File: config.mk
export PLATFORM = sky130hd
export DESIGN_NAME = digit_serial_adder_ctrl
export DESIGN_NICKNAME = d
export VERILOG_FILES = /design/src/rtl/adder_ctrl_pkg.sv /design/src/rtl/adder_slice_2b.sv /design/src/rtl/digit_serial_adder_ctrl.sv
export SDC_FILE = /design/constraint.sdc
export NUM_CORES = 1
export LEC_CHECK = 0
export ABC_AREA = 1
export CAP_MARGIN = 40
export CORE_AREA = 2 2 58 60
export DETAILED_ROUTE_END_ITERATION = 7
export DIE_AREA = 0 0 60 62
export HOLD_SLACK_MARGIN = 0.1
export PLACE_DENSITY = 0.88
export SYNTH_ARGS = -nofsm -noshare
export SYNTH_HDL_FRONTEND = slang
export SYNTH_SLANG_ARGS = --single-unit
File: constraint.sdc
create_clock -name clk -period 3.18 [get_ports clk]
set_input_delay 0.636 -clock clk [delete_from_list [all_inputs] [get_ports clk]]
set_output_delay 0.636 -clock clk [all_outputs]
set_load 0.005 [all_outputs]
File: src/rtl/adder_ctrl_pkg.sv
// rtl/adder_ctrl_pkg.sv - shared types and constants for the digit-serial adder
// Holds the controller state encoding and the digit width used by the datapath.
package adder_ctrl_pkg;

  localparam int DIGIT_W = 2;

  typedef enum logic [1:0] {
    IDLE = 2'd0,
    RUN  = 2'd1,
    DONE = 2'd2
  } state_e;

endpackage

File: src/rtl/adder_slice_2b.sv
// rtl/adder_slice_2b.sv - combinational 2-bit full-adder slice
// Ports:
//   x, y : 2-bit digit operands
//   ci   : carry into the slice
//   s    : 2-bit digit sum
//   co   : carry out of the slice
module adder_slice_2b (
  input  logic [1:0] x,
  input  logic [1:0] y,
  input  logic       ci,
  output logic [1:0] s,
  output logic       co
);

  assign {co, s} = {1'b0, x} + {1'b0, y} + {2'b00, ci};

endmodule

File: src/rtl/digit_serial_adder_ctrl.sv
// rtl/digit_serial_adder_ctrl.sv - digit-serial adder controller, one 2-bit digit per cycle
// Ports:
//   clk, rst_n           : clock and synchronous active-low reset
//   in_valid / in_ready  : operand handshake (a, b, cin)
//   out_valid / out_ready: result handshake (sum, cout)
//   busy                 : high while an operation is in flight or waiting to be taken
module digit_serial_adder_ctrl
  import adder_ctrl_pkg::*;
#(
  parameter int WIDTH = 8
) (
  input  logic             clk,
  input  logic             rst_n,
  input  logic             in_valid,
  output logic             in_ready,
  input  logic [WIDTH-1:0] a,
  input  logic [WIDTH-1:0] b,
  input  logic             cin,
  output logic             out_valid,
  input  logic             out_ready,
  output logic [WIDTH-1:0] sum,
  output logic             cout,
  output logic             busy
);

  localparam int NDIG  = WIDTH / DIGIT_W;
  // Keep the counter at least one bit wide so WIDTH=2 still elaborates.
  localparam int CNT_W = (NDIG > 1) ? $clog2(NDIG) : 1;
  localparam logic [CNT_W-1:0] LAST = CNT_W'(NDIG - 1);

  state_e           state_q;
  logic [CNT_W-1:0] cnt_q;
  logic [WIDTH-1:0] a_q;
  logic [WIDTH-1:0] b_q;
  logic [WIDTH-1:0] sum_q;
  logic             carry_q;

  logic [1:0] dig_s;
  logic       dig_co;

  // Single shared slice; the counter steers which digit it sees each cycle.
  adder_slice_2b u_slice (
    .x  (a_q[DIGIT_W*cnt_q +: DIGIT_W]),
    .y  (b_q[DIGIT_W*cnt_q +: DIGIT_W]),
    .ci (carry_q),
    .s  (dig_s),
    .co (dig_co)
  );

  always_ff @(posedge clk) begin
    if (!rst_n) begin
      state_q <= IDLE;
      cnt_q   <= '0;
      a_q     <= '0;
      b_q     <= '0;
      sum_q   <= '0;
      carry_q <= 1'b0;
    end else begin
      case (state_q)
        IDLE: begin
          if (in_valid) begin
            a_q     <= a;
            b_q     <= b;
            carry_q <= cin;  // carry-in seeds the digit chain
            cnt_q   <= '0;
            sum_q   <= '0;
            state_q <= RUN;
          end
        end
        RUN: begin
          sum_q[DIGIT_W*cnt_q +: DIGIT_W] <= dig_s;
          carry_q <= dig_co;
          cnt_q   <= cnt_q + 1'b1;
          if (cnt_q == LAST) begin
            state_q <= DONE;
          end
        end
        DONE: begin
          if (out_ready) begin
            state_q <= IDLE;
          end
        end
        default: state_q <= IDLE;
      endcase
    end
  end

  assign in_ready  = (state_q == IDLE);
  assign out_valid = (state_q == DONE);
  assign busy      = (state_q == RUN) || (state_q == DONE);
  assign sum       = sum_q;
  assign cout      = carry_q;

endmodule
# == Word level (Yosys, flattened, before mapping) ==
# Index checks and enable logic that the tools add are counted.
# totals
output_inout_bits,12
inputBits,21
register_bits,29
elab_cells,37
# op_classes
addsub,4
n_eq_ne,6
n_mux,11
reduce_logical,6
n_shift,4
# ops
op,count
3-bit negator with 34-bit output,1
"2-bit by 34-bit variable shift with 8-bit output, first input constant",1
2-bit by 34-bit variable part select with 8-bit output,1
8-bit one-hot mux with 2 select lines,1
8-bit by 4-bit variable part select with 2-bit output,2
8-bit bitwise mux,1
2-bit two-way mux,4
8-bit two-way mux,1
2-bit one-hot mux with 3 select lines,1
"2-bit equality test, second input constant",2
"2-bit inequality test, second input constant",2
2-bit one-hot mux with 2 select lines,1
2-bit AND reduction,2
2-bit by 2-bit adder with 3-bit output,1
3-bit by 1-bit adder with 3-bit output,1
3-bit AND reduction,1
"2-bit by 1-bit adder with 2-bit output, second input constant",1
"2-bit by 1-bit equality test with 1-bit output, second input constant",1
2-bit logical NOT,1
"2-bit by 1-bit inequality test with 1-bit output, second input constant",1
1-bit one-hot mux with 2 select lines,1
2-bit nonzero test,1
1-bit logical OR,1
1-bit two-way mux,1

# == Longest topological paths before layout ==
# depth
depth_word,6
mapped_depth,9
ltp_nobuf,9

# == Modules after synthesis ==
# From an unflattened synthesis, not the netlist that was laid out.
# hier_totals
hier_cells,232
area_unflattened_um2,1557.7
# modules_own_cells
module,instances,cells_each,area_per_inst_um2,seq_area_each_um2
digit_serial_adder_ctrl,1,222,1487.7,580.6
adder_slice_2b,1,10,70.1,0.0

# == Least setup slack after synthesis ==
# Ideal clock, no wire load.
# synth_path
path_kind,reg-to-reg
from,reg cnt_q[0]
to,reg sum_q[5] (netlist: sum[5])
path_stages_with_launch,10
t_arrival_ns,2.122
required_time_ns,3.110
period_less_slack_ns,2.191
setup_ns,0.070
path_slack_ns,0.989
n_path_buf,0
cell_sequence,dfxtp_1 clkinv_1 o21ai_0 o22ai_1 fa_1 fa_1 nand2_1 nor2_1 nand3_1 a21oi_1
# synth_via
elab_chain_len,6
word_cells_on_any_way,9
classes_between,3 x add/sub; 4 x shift; 2 x mux
# synth_rtl
item,line,rtl
start: declaration,digit_serial_adder_ctrl.sv:32,logic [CNT_W-1:0] cnt_q;
start signal: assignment,digit_serial_adder_ctrl.sv:73,cnt_q <= cnt_q + 1'b1;
"8-bit by 4-bit variable part select with 2-bit output, on equally long branches","digit_serial_adder_ctrl.sv:43, digit_serial_adder_ctrl.sv:44",
2-bit by 2-bit adder with 3-bit output,adder_slice_2b.sv:15,"assign {co, s} = {1'b0, x} + {1'b0, y} + {2'b00, ci};"
3-bit by 1-bit adder with 3-bit output,adder_slice_2b.sv:15,
2-bit by 34-bit variable part select with 8-bit output,digit_serial_adder_ctrl.sv:71,sum_q[DIGIT_W*cnt_q +: DIGIT_W] <= dig_s;
8-bit bitwise mux *,digit_serial_adder_ctrl.sv:71,
8-bit one-hot mux with 2 select lines *,digit_serial_adder_ctrl.sv:59,case (state_q)
end signal: indexed assignment,digit_serial_adder_ctrl.sv:71,
end: declaration,digit_serial_adder_ctrl.sv:35,logic [WIDTH-1:0] sum_q;
# Mark *: on every way between the ends. The rest lies on a longest branch, timed or not.
# A chain may end at the register's enable or synchronous reset.

# == Worst setup path in the final report ==
# layout_path
from,reg cnt_q[0]
to,reg sum_q[3] (netlist: sum[3])
# The elaborated chain is that of the path after synthesis.

==> metrics.md <==
| Metric | Value |
|---|---|
| Status | complete, no violations |
| Reg2reg end | sum[3]$_SDFFE_PN0P_ |
| Post-synth top flop | dfxtp_1 |
| I/O Pins | 33 |
| Core ar. | 3180 um2 |
| CP Capture Type | flip-flop |
| Pin count of the biggest net entering global routing | 26 |
| Worst path max stage delay | 0.60 ns |
| Sequential element share of the synthesized area | 38.7% |
| R2r worst-path depth | 9 |
| Layout area overhead | 25.9% |
| HP Class | flip-flop to flip-flop |
| DRC | 0 |
| Fill count | 307 |
| Die width | 60 um |
| Initial Util | 47.2% |
| Buffers on Ports | 32 |
| WL/cell | 9.87 um |
| Final GP Congestion | 0.864 |
| RSZ-0062 raised after global routing | no |
| CTS root buf | clkbuf_4 |
| Post-synth cell types | 23 |
| Die area | 3720 um2 |
| Startpoint Class | flip-flop |
| GR Overflow Total | 0 |
| R2r setup slk | 0.48 ns |
| Max VDD drop | 0.314 mV |
| Detail Route Antenna Nets | 0 |
| Row count | 21 |
| Initial antenna violation count | 0 |
| Crit Path Category | flip-flop to flip-flop |
| Maxcap violations | 0 |
| Cts repair resizes | 0 |
| CP arrival | 2.97 ns |
| Critical Path Slowest Stage Cell | dfxtp_1 |
| TritonRoute pass-1 iters | 4 |
| PD cells | 499 nW/um2 |
| CP Capture Point | sum[3]$_SDFFE_PN0P_ |
| Power Total | 0.000944 W |
| Flops & latches, synth | 29 |
| Clk slew on worst S/H paths | 0.09 ns |
| Final setup fails | 0 |
| Tot GR Track Use | 19.5% |
| Final Hold Viols | 0 |
| Slew @ Worst Pin | 0.728 ns |
| Period minus WS final | 2.70 ns |
| Post-Syn Area per Cell | 6.85 um2 |
| Clk Latency, worst-skew pair | 0.32 ns |
| Vias in the first global route | 1314 |
| Hold_buf cts | 0 |
| Vias per inst | 4.69 |
| Syn_nets | 249 |
| Synthesis Warnings | 0 |
| Worst EP required | 3.45 ns |
| Commonest non-fill, non-tap cell in the layout | nor2_1 |
| Detailed Place HPWL | 2.19 mm |
| Syn Inst Count | 219 |
| CTS Buf Count | 5 |
| Total Wirelength | 2.94 mm |
| Synthesized area | 1500 um2 |
| H-tree Lvls | 2 |
| Max frequency | 370 MHz |
| RR Startpoint | cnt_q[0]$_SDFFE_PN0P_ |
| TritonCTS clock tree | done |
| Most frequent cells in the layout | nor2_1, nand2_1, clkdlybuf4s50_1 |
| Final Max Slew Viols | 0 |
| Crit-path cells | clkinv_1, o21ai_0, o22ai_1, fa_1, fa_1, nand3_1, nor2_1, nor2_1, nor2_2 |
| CP Max Fanout | 15 |
| Register area | 581 um2 |
| Share of cells above drive strength 1 | 6.35% |
| Multi-input gate area | 788 um2 |
| Total negative setup slack | 0 ns |
| First-pass GRT wire length | 5.31 mm |
| Antenna cells | 0 |
| WHS Path Cells | 2 |
| Worst setup startpoint | cnt_q[0]$_SDFFE_PN0P_ |
| NumNets Final | 282 |
| Clock sink total | 29 |
| Period utilization | 84.9% |
| Die height | 62 um |
| Detailed router's first-iteration violation count | 50 |
| Post-synth EDFFs | 0 |
| Leak Pwr | 0.817 nW |
| Worst Clk Skew | 0.00763 ns |
| Clock Path Buffers | 2 |
| Post-synth ARST share | 0% |
| Post CTS Setup Buffer Count | 0 |
| Relative slew slack | 51.3% |
| Vias | 1399 |
-- worst min-delay path by stage --
stage / from / to / slack (ns)
floorplan: a_q[2]$_SDFFE_PN0P_ / a_q[2]$_SDFFE_PN0P_ / 0.45
global placement: sum[4]$_SDFFE_PN0P_ / sum[4]$_SDFFE_PN0P_ / 0.46
detailed placement: sum[5]$_SDFFE_PN0P_ / sum[5]$_SDFFE_PN0P_ / 0.47
CTS: sum[5]$_SDFFE_PN0P_ / sum[5]$_SDFFE_PN0P_ / 0.48
global route: a_q[4]$_SDFFE_PN0P_ / a_q[4]$_SDFFE_PN0P_ / 0.51
finish: sum[4]$_SDFFE_PN0P_ / sum[4]$_SDFFE_PN0P_ / 0.48
-- kinds of logic (layout without fill, tap and decap cells) --
family / count (synthesis) / count (layout) / share of synthesized area (%)
buf+inv: 29 / 62 / 8.76
compound gates: 34 / 34 / 11.7
fa+ha+maj: 9 / 9 / 8.51
flops: 29 / 29 / 38.7
simple gates: 118 / 118 / 32.4
-- through the flow --
stage               cell area (um2)  cells  util, %  setup slack [ns]  hold slack (ns)
global placement               1830    291     57.7             0.597            0.458
global route                   1890    298     59.4             0.172            0.511
floorplan                      1500    219        -             0.989            0.449
finish                         1890    298     59.4             0.479            0.483
detailed placement             1830    291     57.7             0.522            0.468
CTS                            1890    298     59.4             0.497            0.481
-- cell type report --
cell class,count,share of cell area (%)
multi-input combinational,161,41.7
sequential,29,30.7
timing repair buffer,32,17.0
inverter,23,4.64
tap,46,3.05
clock buffer,7,2.91
-- critical path: cells and delay by family (launching register included) --
family | cells | cell delay [ns]
compound gates | 2 | 0.38
fa+ha+maj | 2 | 0.93
buf+inv | 1 | 0.35
flops | 1 | 0.60
simple gates | 4 | 0.38
-- flip-flops by register name (all words and copies together) (netlist names) --
name     count
state_q      2
cnt_q        2
a_q          8
sum          8
cout         1
b_q          8
-- Yosys cell counts (2+ instances only) --
cell type / instances / share of area (%)
inv_1: 19 / 4.8
nor2_1: 65 / 16
dfxtp_1: 29 / 39
ha_1: 7 / 5.8
fa_1: 2 / 2.7
o22ai_1: 4 / 1.7
nand2_4: 2 / 1.5
o21ai_0: 25 / 8.3
nand2_1: 36 / 9.0
inv_2: 2 / 0.50
nand3_1: 8 / 2.7
a21oi_1: 5 / 1.7
nand2_2: 3 / 1.3
nor2_2: 2 / 0.83
buf_6: 2 / 1.5
-- power breakdown --
part           total (W)  switching (W)  internal, W
logic           0.000288       0.000159     0.000129
clock network   0.000226       0.000122     0.000104
registers       0.000430      0.0000263     0.000403
-- per-layer routing --
layer | track usage [%] | routed length (um)
met1 | 19.9 | 1290
met2 | 35.4 | 1470
met3 | 6.83 | 118
met4 | 9.52 | 59
met5 | 0 | 0
(Power assumes the default switching activity.)
